$ cat config.mk
export PLATFORM = sky130hd
export DESIGN_NAME = frame_buf_ctrl
export DESIGN_NICKNAME = d
export VERILOG_FILES = /design/src/rtl/frame_buf_ctrl.sv
export SDC_FILE = /design/constraint.sdc
export NUM_CORES = 1
export LEC_CHECK = 0
export CORE_MARGIN = 2
export CORE_UTILIZATION = 55
export CTS_CLUSTER_DIAMETER = 30
export DETAILED_ROUTE_END_ITERATION = 8
export GPL_ROUTABILITY_DRIVEN = 0
export GPL_TIMING_DRIVEN = 0
export PLACE_DENSITY = 0.79
export SLEW_MARGIN = 15
export SYNTH_ARGS = -nofsm -noshare
export SYNTH_HDL_FRONTEND = slang
export SYNTH_SLANG_ARGS = --single-unit
$ cat constraint.sdc
create_clock -name clk -period 4.04 [get_ports clk]
set_input_delay 0.808 -clock clk [delete_from_list [all_inputs] [get_ports clk]]
set_output_delay 0.808 -clock clk [all_outputs]
set_load 0.05 [all_outputs]
$ cat src/rtl/frame_buf_ctrl.sv
// Ping-pong frame buffer address sequencer: one writer and one reader share two
// frame-sized banks, and banks swap only when a read frame starts, so the display never tears.
module frame_buf_ctrl #(
  parameter int unsigned FRAME_SIZE = 307200,
  parameter int unsigned ADDR_WIDTH = 20
) (
  input  logic                  clk,
  input  logic                  reset,
  input  logic                  wr_valid,
  input  logic                  wr_sof,
  input  logic                  rd_valid,
  input  logic                  rd_sof,
  output logic                  mem_wr_en,
  output logic [ADDR_WIDTH-1:0] mem_wr_addr,
  output logic                  mem_rd_en,
  output logic [ADDR_WIDTH-1:0] mem_rd_addr,
  output logic                  rd_blank,
  output logic                  frame_drop,
  output logic                  frame_repeat,
  output logic                  wr_short
);

  localparam int unsigned        OFF_W    = ADDR_WIDTH - 1;
  localparam logic [OFF_W-1:0]   LAST_OFF = OFF_W'(FRAME_SIZE - 1);
  localparam logic [OFF_W-1:0]   OFF_ONE  = OFF_W'(1);
  localparam logic [OFF_W-1:0]   OFF_ZERO = '0;

  typedef enum logic {WR_IDLE, WR_FILL} wr_state_e;
  typedef enum logic {RD_IDLE, RD_SCAN} rd_state_e;

  wr_state_e             wr_state_q, wr_state_d;
  rd_state_e             rd_state_q, rd_state_d;
  logic [OFF_W-1:0]      wr_off_q, wr_off_d;
  logic [OFF_W-1:0]      rd_off_q, rd_off_d;
  logic                  rd_bank_q, rd_bank_d;
  logic [1:0]            full_q, full_d;
  logic                  rd_blank_q, rd_blank_d;
  logic                  wr_en_q, wr_en_d;
  logic [ADDR_WIDTH-1:0] wr_addr_q, wr_addr_d;
  logic                  rd_en_q, rd_en_d;
  logic [ADDR_WIDTH-1:0] rd_addr_q, rd_addr_d;
  logic                  drop_q, drop_d;
  logic                  repeat_q, repeat_d;
  logic                  short_q, short_d;
  logic                  rd_go;
  logic                  wr_bank;

  always_comb begin
    // NOTE: every signal gets a default first, so no path through this block infers a latch.
    rd_state_d = rd_state_q;
    rd_off_d   = rd_off_q;
    rd_bank_d  = rd_bank_q;
    rd_blank_d = rd_blank_q;
    full_d     = full_q;
    rd_en_d    = 1'b0;
    rd_addr_d  = rd_addr_q;
    repeat_d   = 1'b0;
    rd_go      = 1'b0;
    wr_state_d = wr_state_q;
    wr_off_d   = wr_off_q;
    wr_en_d    = 1'b0;
    wr_addr_d  = wr_addr_q;
    drop_d     = 1'b0;
    short_d    = 1'b0;

    if (rd_valid && rd_sof) begin
      if (full_q[~rd_bank_q]) begin
        rd_bank_d           = ~rd_bank_q;
        full_d[~rd_bank_q]  = 1'b0;
        rd_blank_d          = 1'b0;
        rd_go               = 1'b1;
      end else if (!rd_blank_q) begin
        repeat_d = 1'b1;
        rd_go    = 1'b1;
      end else begin
        rd_state_d = RD_IDLE;
      end
      if (rd_go) begin
        rd_en_d    = 1'b1;
        rd_addr_d  = {rd_bank_d, OFF_ZERO};
        rd_off_d   = OFF_ONE;
        rd_state_d = RD_SCAN;
      end
    end else if (rd_valid && rd_state_q == RD_SCAN) begin
      rd_en_d   = 1'b1;
      rd_addr_d = {rd_bank_q, rd_off_q};
      if (rd_off_q == LAST_OFF) begin
        rd_off_d   = OFF_ZERO;
        rd_state_d = RD_IDLE;
      end else begin
        rd_off_d = rd_off_q + OFF_ONE;
      end
    end

    // The writer follows the post-swap reader bank, so a same-cycle swap redirects it.
    wr_bank = ~rd_bank_d;

    if (wr_valid && wr_sof) begin
      short_d = (wr_state_q == WR_FILL);
      if (full_d[wr_bank]) begin
        full_d[wr_bank] = 1'b0;
        drop_d          = 1'b1;
      end
      wr_en_d    = 1'b1;
      wr_addr_d  = {wr_bank, OFF_ZERO};
      wr_off_d   = OFF_ONE;
      wr_state_d = WR_FILL;
    end else if (wr_valid && wr_state_q == WR_FILL) begin
      wr_en_d   = 1'b1;
      wr_addr_d = {wr_bank, wr_off_q};
      if (wr_off_q == LAST_OFF) begin
        full_d[wr_bank] = 1'b1;
        wr_off_d        = OFF_ZERO;
        wr_state_d      = WR_IDLE;
      end else begin
        wr_off_d = wr_off_q + OFF_ONE;
      end
    end
  end

  // NOTE: state registers use non-blocking assignments so all flops update together at the edge.
  always_ff @(posedge clk or posedge reset) begin
    if (reset) begin
      wr_state_q <= WR_IDLE;
      rd_state_q <= RD_IDLE;
      wr_off_q   <= '0;
      rd_off_q   <= '0;
      rd_bank_q  <= 1'b0;
      full_q     <= '0;
      rd_blank_q <= 1'b1;
      wr_en_q    <= 1'b0;
      wr_addr_q  <= '0;
      rd_en_q    <= 1'b0;
      rd_addr_q  <= '0;
      drop_q     <= 1'b0;
      repeat_q   <= 1'b0;
      short_q    <= 1'b0;
    end else begin
      wr_state_q <= wr_state_d;
      rd_state_q <= rd_state_d;
      wr_off_q   <= wr_off_d;
      rd_off_q   <= rd_off_d;
      rd_bank_q  <= rd_bank_d;
      full_q     <= full_d;
      rd_blank_q <= rd_blank_d;
      wr_en_q    <= wr_en_d;
      wr_addr_q  <= wr_addr_d;
      rd_en_q    <= rd_en_d;
      rd_addr_q  <= rd_addr_d;
      drop_q     <= drop_d;
      repeat_q   <= repeat_d;
      short_q    <= short_d;
    end
  end

  assign mem_wr_en    = wr_en_q;
  assign mem_wr_addr  = wr_addr_q;
  assign mem_rd_en    = rd_en_q;
  assign mem_rd_addr  = rd_addr_q;
  assign rd_blank     = rd_blank_q;
  assign frame_drop   = drop_q;
  assign frame_repeat = repeat_q;
  assign wr_short     = short_q;

endmodule

# After elaboration in Yosys (flattened, before gate mapping)
# Index checks and enable logic that the tools add are counted.
[classes]
n_addsub = 2
n_mul = 0
div = 0
n_lt_le_gt_ge = 4
n_eq_ne = 5
shift = 0
mux = 50
bitwise = 7
n_reduce_logical = 14
[op_table]
columns = ["operator", "n"]
rows = [
  ["two-way mux 19 bit", 7],
  ["two-way mux 20 bit", 5],
  ["adder 19 x 1 -> 19 bit (second input constant)", 2],
  ["equality test 19 bit (second input constant)", 2],
  ["two-way mux 1 bit", 30],
  ["two-way mux 2 bit", 6],
  ["nonzero test 2 bit", 4],
  ["logical AND 1 bit", 6],
  ["!= test 3 x 2 -> 1 bit (second input constant)", 2],
  ["AND reduction 2 bit", 3],
  ["bitwise AND 2 bit", 2],
  ["< comparator 1 x 2 -> 1 bit (second input constant)", 2],
  ["NOT 2 bit", 2],
  ["AND reduction 4 bit", 1],
  ["demux 1 bit (select 1 bit)", 2],
  ["greater-or-equal comparator 1 bit (second input constant)", 2],
  ["!= test 2 x 1 -> 1 bit (second input constant)", 1],
  ["NOT 1 bit", 2],
  ["bitwise OR 2 bit", 1],
]
[totals]
register_bits = 89
latch_bits = 0
ramBits = 0
mem_bits_ro = 0
in_bits = 6
elab_cells = 96
memories = 0

# Depth between registers and ports, before layout
# Gate-level depths: netlist (run 1).
[depth]
depth_word = 14
depth_mapped = 8
ltp_nobuf = 6

# Worst setup path after synthesis (run 1)
# No wires, ideal clock.
[synth_path]
path_kind = "input-to-reg"
start = "input port rd_sof"
end = "register full_q[0]"
t_arrival_ps = 1789
slack_ps = 2131
cell_stages = 6
path_buffers = 1
cell_sequence = "and2_1 buf_2 nand2_1 o21ai_0 a31oi_1 a41o_2"
[synth_via]
elab_chain_len = 11
word_cells_on_any_way = 18
classes_between = "order compare: 2; mux: 10; bitwise: 4; reduce/logical: 2"
[synth_rtl]
columns = ["element", "line_no", "rtl"]
rows = [
  ["start, declared", "12", "input logic rd_sof,"],
  ["logical AND 1 bit (*)", "66", "if (rd_valid && rd_sof) begin"],
  ["two-way mux 1 bit", "66", ""],
  ["NOT 1 bit", "96", "wr_bank = ~rd_bank_d;"],
  ["< comparator 1 x 2 -> 1 bit (not written as such) or greater-or-equal comparator 1 bit (tied branches)", "101, 112", ""],
  ["logical AND 1 bit (not written as such)", "101, 112", ""],
  ["two-way mux 1 bit (not written as such)", "101, 112", ""],
  ["demux 1 bit (select 1 bit)", "101, 112", ""],
  ["bitwise OR 2 bit (no source line) or NOT 2 bit (tied branches)", "--", ""],
  ["two-way mux 2 bit or bitwise AND 2 bit (tied branches)", "--", ""],
  ["two-way mux 2 bit (on tied branches)", "108, 100", ""],
  ["two-way mux 2 bit (*)", "98", "if (wr_valid && wr_sof) begin"],
  ["net full_d[0]", "36", "logic [1:0] full_q, full_d;"],
  ["end signal, assigned", "144", "full_q <= full_d;"],
  ["end, declared", "36", ""],
]
# Mark *: on every way through the listed nets, which the timed path passes. The rest lies on a longest branch. The select of a mux whose other input is x is not followed.
# A chain may end at the register's enable or synchronous reset.

# Worst setup path after layout (run 1)
[layout_path]
start = "register rd_blank_q (netlist: rd_blank)"
end = "output port rd_blank"
[layout_lines]
columns = ["element", "line_no", "rtl"]
rows = [
  ["start, declared", "37", "logic rd_blank_q, rd_blank_d;"],
  ["start signal, assigned", "145", "rd_blank_q <= rd_blank_d;"],
  ["end, declared", "17", "output logic rd_blank,"],
]
# No word-level cell between the ends.

==> impl_metrics.csv, run 1 <==
group,metric,value,unit
setup_path,crit_family,"buffers and inverters",
routing,wl,8980,um
logic_synthesis,async_flop_share,100,%
clock_tree,clk_pin_slew,80,ps
die,die-height,90.0,um
logic_synthesis,yosysWarnings,0,
setup_path,critical_path.max_fanout,5,
clock_tree,worstSkewPairLatency,370,ps
logic_synthesis,syn_avg_cell_area,9.94,sq um
sta,hold_ws,486,ps
die,die_w,90.0,um
sta,rsz0062_at_grt,"no",
logic_synthesis,synthTopCellsByArea,"dfrtp_1 (54%), nand2_1 (6.7%), o21ai_0 (4.6%)",
setup_path,endpoint_kind,"primary output",
logic_synthesis,ys_ff_latch,89,
global_route,overflow,0,
sta,worst_clock_skew,13.1,ps
sta,final_max_slew_viol_count,0,
sta,period_minus_slack,2550,ps
routing,vias,3319,
sta,fin_crit_sh,63.2,%
global_route,antenna_found_initial,0,
logic_synthesis,dominantRegCellSynth,"dfrtp_1",
power_and_ir_drop,p_int,1370,uW
setup_path,crit_type,"flop to primary output",
clock_tree,cts_buffers,9,
setup_path,path_buf_inv,1,
global_route,grt_pass1_wl,15500,um
logic_synthesis,synth-edff-count,0,
die,io_pins,52,
logic_synthesis,synth_top_area_share,54.2,%
power_and_ir_drop,p_sw_share,26.9,%
worst_hold_path,hold_class,"flop to flop",
sta,clock.fmax,391,MHz
routing,drtAntennaViolNets,0,
logic_synthesis,yosys.area.top_type,"dfrtp_1",
cells_and_area,areaGrowthSynthToFinish,21.6,%
power_and_ir_drop,worst_ir_drop_vdd,0.249,mV
power_and_ir_drop,switching_power,505,uW
clock_tree,postCtsHoldBufs,0,
sta,max_slew_margin,32.7,%
setup_path,cp.arrival,1750,ps
clock_tree,clk_path_buf_depth,2,
setup_path,critPathRequiredTime,3230,ps
global_route,grt_max_degree,62,
power_and_ir_drop,power,1880,uW
routing,firstDrtPassIters,5,
logic_synthesis,syn_inst,409,
sta,hold_violations,0,
run_status,outcome,"complete, no violations",
clock_tree,cts_sinks,89,
setup_path,slowest_delay,810,ps
cells_and_area,layout-drive-gt1-share,8.60,%
logic_synthesis,synth-seq-area-share,54.8,%
setup_path,path_cells,"clkdlybuf4s50_1",
die,rows,31,
routing,drtIter0Drc,157,
global_route,track_usage,23.6,%
power_and_ir_drop,pwr-share-clk,35.9,%
flow_run,cap_violations,0,
setup_path,crit_slowest_cell,"clkdlybuf4s50_1",
routing,wl_per_cell,15.6,um
clock_tree,cts_tree,"built",
die,core_area,0.00721,sq mm
place,hpwl,6170,um
power_and_ir_drop,leakagePower,0.00206,uW
clock_tree,cts_resized,0,
logic_synthesis,synth_cell_type_count,55,
sta,tightest_slew,1000,ps
clock_tree,post_cts_buffers,0,
power_and_ir_drop,p_comb_share,12.4,%
cells_and_area,nets,480,
routing,routed_via_density,5.76,
sta,setup_violations,0,
place,io_buffers,51,
logic_synthesis,synth_fp_nets,417,
setup_path,startpoint_type,"flop",
logic_synthesis,netlist_area,0.00406,sq mm
cells_and_area,antenna_cells,0,
power_and_ir_drop,power_density,379,mW/mm^2
global_route,grt_pass1_vias,3332,
routing,drcViolationCount,0,
clock_tree,clock-root-buffer,"clkbuf_8",
die,floorplan.die_area,0.00809,sq mm
power_and_ir_drop,power_frac_seq,51.6,%
clock_tree,cts_max_level,3,
die,initial_core_util,56.3,%
[cell families (layout without fill, tap and decap cells)]
| group | Yosys count | count (layout) | share of synthesized area, % |
|---|---|---|---|
| buffers and inverters | 30 | 98 | 3.02 |
| adder cells (fa/ha/maj) | 2 | 2 | 0.616 |
| XOR/XNOR | 17 | 17 | 3.66 |
| AO/OA/AOI/OAI | 96 | 96 | 15.9 |
| AND/OR/NAND/NOR | 172 | 172 | 21.2 |
| flip-flops | 89 | 89 | 54.8 |
| multiplexers | 3 | 3 | 0.739 |
[through the flow]
stage	utilization, %	setup TNS, ps	instances	setup slack (ps)	instance area [sq um]
detailed placement	65.5	0	560	1190	4730
floorplan	-	0	409	927	4060
global route	68.5	0	576	1370	4940
finish	68.5	0	576	1490	4940
CTS	68.5	0	576	1470	4940
global placement	65.1	-32080	559	-369	4700
[power groups by stage]
stage / clock, uW / sequential, uW / combinational [uW]
4_1_cts: 680 / 967 / 236
2_1_floorplan: 0 / 1030 / 101
3_5_place_dp: 0 / 985 / 235
3_3_place_gp: 0 / 983 / 225
5_1_grt: 715 / 975 / 256
6_report: 674 / 968 / 233
[path summary, 6_finish.rpt]
check / start / end / slack [ps] / depth (start not counted)
min in group asynchronous: reset / mem_rd_addr[14] / 790 / 2
max reg2reg: wr_off_q[3] / wr_off_q[13] / 1620 / 5
min reg2reg: mem_rd_addr[19] / mem_rd_addr[19] / 490 / 2
min: mem_rd_addr[19] / mem_rd_addr[19] / 490 / 2
max: rd_blank / rd_blank / 1490 / 1
max in group asynchronous: reset / rd_blank / 2590 / 3
[metal layers]
metal / up-vias / GRT usage [%] / routed length, um
met1: 1602 / 31.1 / 3910
met3: 25 / 3.02 / 426
met5: - / 0 / 0
met2: 116 / 38.5 / 4340
li1: 1576 / - / -
met4: 0 / 12.4 / 303
[placed cells by master, fill, tap and decap left out, types with 11 or more instances in the layout]
| cell | count |
|---|---|
| o21ai_0 | 37 |
| dfrtp_1 | 88 |
| nand3_1 | 19 |
| a22o_1 | 20 |
| a21oi_1 | 12 |
| clkbuf_1 | 16 |
| nand2_1 | 73 |
| clkdlybuf4s50_1 | 51 |
| nor2_1 | 28 |
| nand4_1 | 11 |
[cell usage after synthesis, types with 2 or more instances]
cell / instances
nor3b_1: 3
nand4_1: 11
ha_1: 2
a21o_1: 3
a21oi_1: 12
a31oi_1: 2
dfrtp_1: 88
a31o_2: 2
inv_1: 11
buf_2: 2
or3_1: 2
nor2_1: 28
o311ai_0: 2
nand3_1: 19
o31ai_1: 4
nand2_1: 73
and2_1: 5
o21ai_0: 37
o22ai_1: 2
clkbuf_1: 13
clkbuf_2: 3
xor2_1: 9
or2_2: 4
o21a_1: 2
a41oi_1: 2
mux2i_1: 3
xnor2_1: 8
a22o_1: 20
nor3_1: 9
nor4_1: 3
[sequential cells by signal (all words and copies together), names as in the netlist]
name / count
wr_short: 1
rd_blank: 1
wr_state_q: 1
rd_off_q: 19
mem_rd_addr: 20
mem_wr_addr: 20
wr_off_q: 19
frame_drop: 1
rd_bank_q: 1
mem_rd_en: 1
mem_wr_en: 1
rd_state_q: 1
full_q: 2
frame_repeat: 1
[layout make-up]
class / instances / area (sq um)
buffer: 19 / 81.3
clock buffer: 13 / 149
clock inverter: 3 / 65.1
fill: 592 / 2270
inverter: 11 / 43.8
multi-input combinational: 290 / 1710
sequential: 89 / 2230
tap: 99 / 124
timing repair buffer: 52 / 538
No activity file was read; power rests on OpenSTA's default activity.
==> run 2: changes to the inputs <==
--- a/config.mk
+++ b/config.mk
@@ -6,12 +6,12 @@
 export NUM_CORES = 1
 export LEC_CHECK = 0
 export CORE_MARGIN = 2
-export CORE_UTILIZATION = 55
+export CORE_UTILIZATION = 50
 export CTS_CLUSTER_DIAMETER = 30
 export DETAILED_ROUTE_END_ITERATION = 8
 export GPL_ROUTABILITY_DRIVEN = 0
 export GPL_TIMING_DRIVEN = 0
-export PLACE_DENSITY = 0.79
+export PLACE_DENSITY = 0.76
 export SLEW_MARGIN = 15
 export SYNTH_ARGS = -nofsm -noshare
 export SYNTH_HDL_FRONTEND = slang
==> constraint.sdc (replaced) <==
create_clock -name clk -period 2.3 [get_ports clk]
set_input_delay 0.46 -clock clk [delete_from_list [all_inputs] [get_ports clk]]
set_output_delay 0.46 -clock clk [all_outputs]
set_load 0.05 [all_outputs]
==> run 2 against run 1 <==
  * Non-clock buffer count rose by 2
  * Routed wire length rose by 3.5%
  * Combinational power rose by 81%
  * Setup slack got worse by 1400 ps
  * Register-to-register slack got worse by 1500 ps
  * Die area rose by 9.5%
  * Worst hold slack got worse by 55 ps
  * Clock skew fell by 4.4 ps
  * Cell area rose by 0.78%
  * Critical path depth did not move
  * Global-route usage fell by 0.91 points
==> impl_metrics.csv, run 2 (synthesis gave the netlist of run 1 again) <==
group,metric,value,unit
run_status,outcome,"complete, no violations",
setup_path,startpoint_type,"flop",
cells_and_area,finish.utilization,63.8,%
power_and_ir_drop,power_density,652,mW/mm^2
clock_tree,postCtsHoldBufs,0,
routing,routed_via_density,5.72,
routing,vias,3321,
setup_path,critPathRequiredTime,1840,ps
power_and_ir_drop,p_int,2280,uW
power_and_ir_drop,power_frac_seq,52.4,%
setup_path,crit_type,"flop to primary output",
global_route,grt_pass1_vias,3205,
setup_path,path_cells,"clkdlybuf4s50_1",
setup_path,critical_path.max_fanout,5,
die,die_w,94.2,um
global_route,grt_max_degree,29,
global_route,overflow,0,
die,io_pins,52,
cells_and_area,antenna_cells,0,
power_and_ir_drop,switching_power,962,uW
setup_path,slowest_delay,810,ps
sta,fin_crit_sh,96.7,%
sta,period_minus_slack,2220,ps
place,io_buffers,51,
sta,clock.fmax,450,MHz
global_route,antenna_found_initial,0,
die,die-height,94.2,um
clock_tree,cts_sinks,89,
worst_hold_path,hold_class,"primary input to asynchronous set/reset pin",
power_and_ir_drop,p_sw_share,29.6,%
cells_and_area,layout-drive-gt1-share,9.81,%
sta,max_slew_margin,52.6,%
routing,firstDrtPassIters,4,
cells_and_area,nets,482,
clock_tree,clock-root-buffer,"clkbuf_8",
routing,wl_per_cell,16.0,um
sta,setup_violations,0,
cells_and_area,final_common_cell,"dfrtp_1",
setup_path,startpoint,"rd_blank",
clock_tree,clk_pin_slew,100,ps
clock_tree,worstSkewPairLatency,370,ps
cells_and_area,layout_common_cells,"dfrtp_1 (88), nand2_1 (73), clkdlybuf4s50_1 (51)",
global_route,track_usage,22.7,%
sta,hold_violations,0,
routing,drcViolationCount,0,
setup_path,r2r-start,"rd_off_q[0]",
cells_and_area,areaGrowthSynthToFinish,22.6,%
power_and_ir_drop,power,3250,uW
global_route,grt_pass1_wl,15700,um
flow_run,cap_violations,0,
place,hpwl,6560,um
clock_tree,cts_tree,"built",
setup_path,endpoint_kind,"primary output",
sta,tightest_slew,706,ps
sta,final_max_slew_viol_count,0,
clock_tree,cts_buffers,9,
setup_path,cp.arrival,1760,ps
power_and_ir_drop,leakagePower,0.00207,uW
die,floorplan.die_area,0.00887,sq mm
die,initial_core_util,52.1,%
sta,rsz0062_at_grt,"yes",
sta,worst_clock_skew,8.63,ps
setup_path,path_buf_inv,1,
clock_tree,cts_max_level,3,
clock_tree,clk_path_buf_depth,2,
routing,drtIter0Drc,182,
routing,drtAntennaViolNets,0,
setup_path,crit_slowest_cell,"clkdlybuf4s50_1",
power_and_ir_drop,pwr-share-clk,34.7,%
die,rows,32,
power_and_ir_drop,worst_ir_drop_vdd,0.288,mV
die,core_area,0.00781,sq mm
routing,wl,9290,um
clock_tree,post_cts_buffers,0,
power_and_ir_drop,p_comb_share,13.0,%
setup_path,crit_family,"buffers and inverters",
## run 2: final cells by class
cell class,count,area [sq um]
clock inverter,7,77.6
fill,645,2830
sequential,89,2230
clock buffer,9,124
multi-input combinational,290,1720
tap,102,128
inverter,11,45.0
timing repair buffer,54,578
buffer,19,81.3
## run 2: worst paths after layout
kind                       slack (ps)  cells after the start           to
max                                80                      1     rd_blank
max in group asynchronous        1160                      4     rd_blank
min                               430                      2   frame_drop
min in group clk                  490                      1     rd_blank
max reg2reg                        90                      7  rd_off_q[3]
min reg2reg                       490                      1     rd_blank
## run 2: per-stage QoR
| step | instances | setup TNS (ps) | setup slack [ps] | hold slack, ps | area, sq um |
|---|---|---|---|---|---|
| 2_1_floorplan | 409 | 0 | 396 | 465 | 4070 |
| 3_3_place_gp | 562 | -13880 | -241 | 476 | 4710 |
| 3_5_place_dp | 565 | -2120 | -241 | 486 | 4770 |
| 4_1_cts | 581 | 0 | 56.0 | 443 | 4980 |
| 5_1_grt | 581 | -56.7 | -40.7 | 453 | 4980 |
| 6_report | 581 | 0 | 76.2 | 430 | 4980 |
## run 2: layer usage
metal  vias to the layer above  track usage [%]  wire, um
li1                       1584                -         -
met1                      1648             28.7      4030
met2                        78             39.5      4790
met3                        11             3.29       363
met4                         0             7.97       108
met5                         -                0         0
## run 2: power by group through the flow
stage,Clock (uW),Combinational [uW],Sequential (uW)
floorplan,0,177,1820
finish,1130,421,1700
global placement,0,399,1730
detailed placement,0,423,1730
global route,1210,458,1710
CTS,1140,424,1700
## run 2: timing repair
action	4_1_cts	5_1_grt
pin swaps	0	0
endpoints found under the setup margin	2	3
gates resized for setup	1	1
cloned	0	0
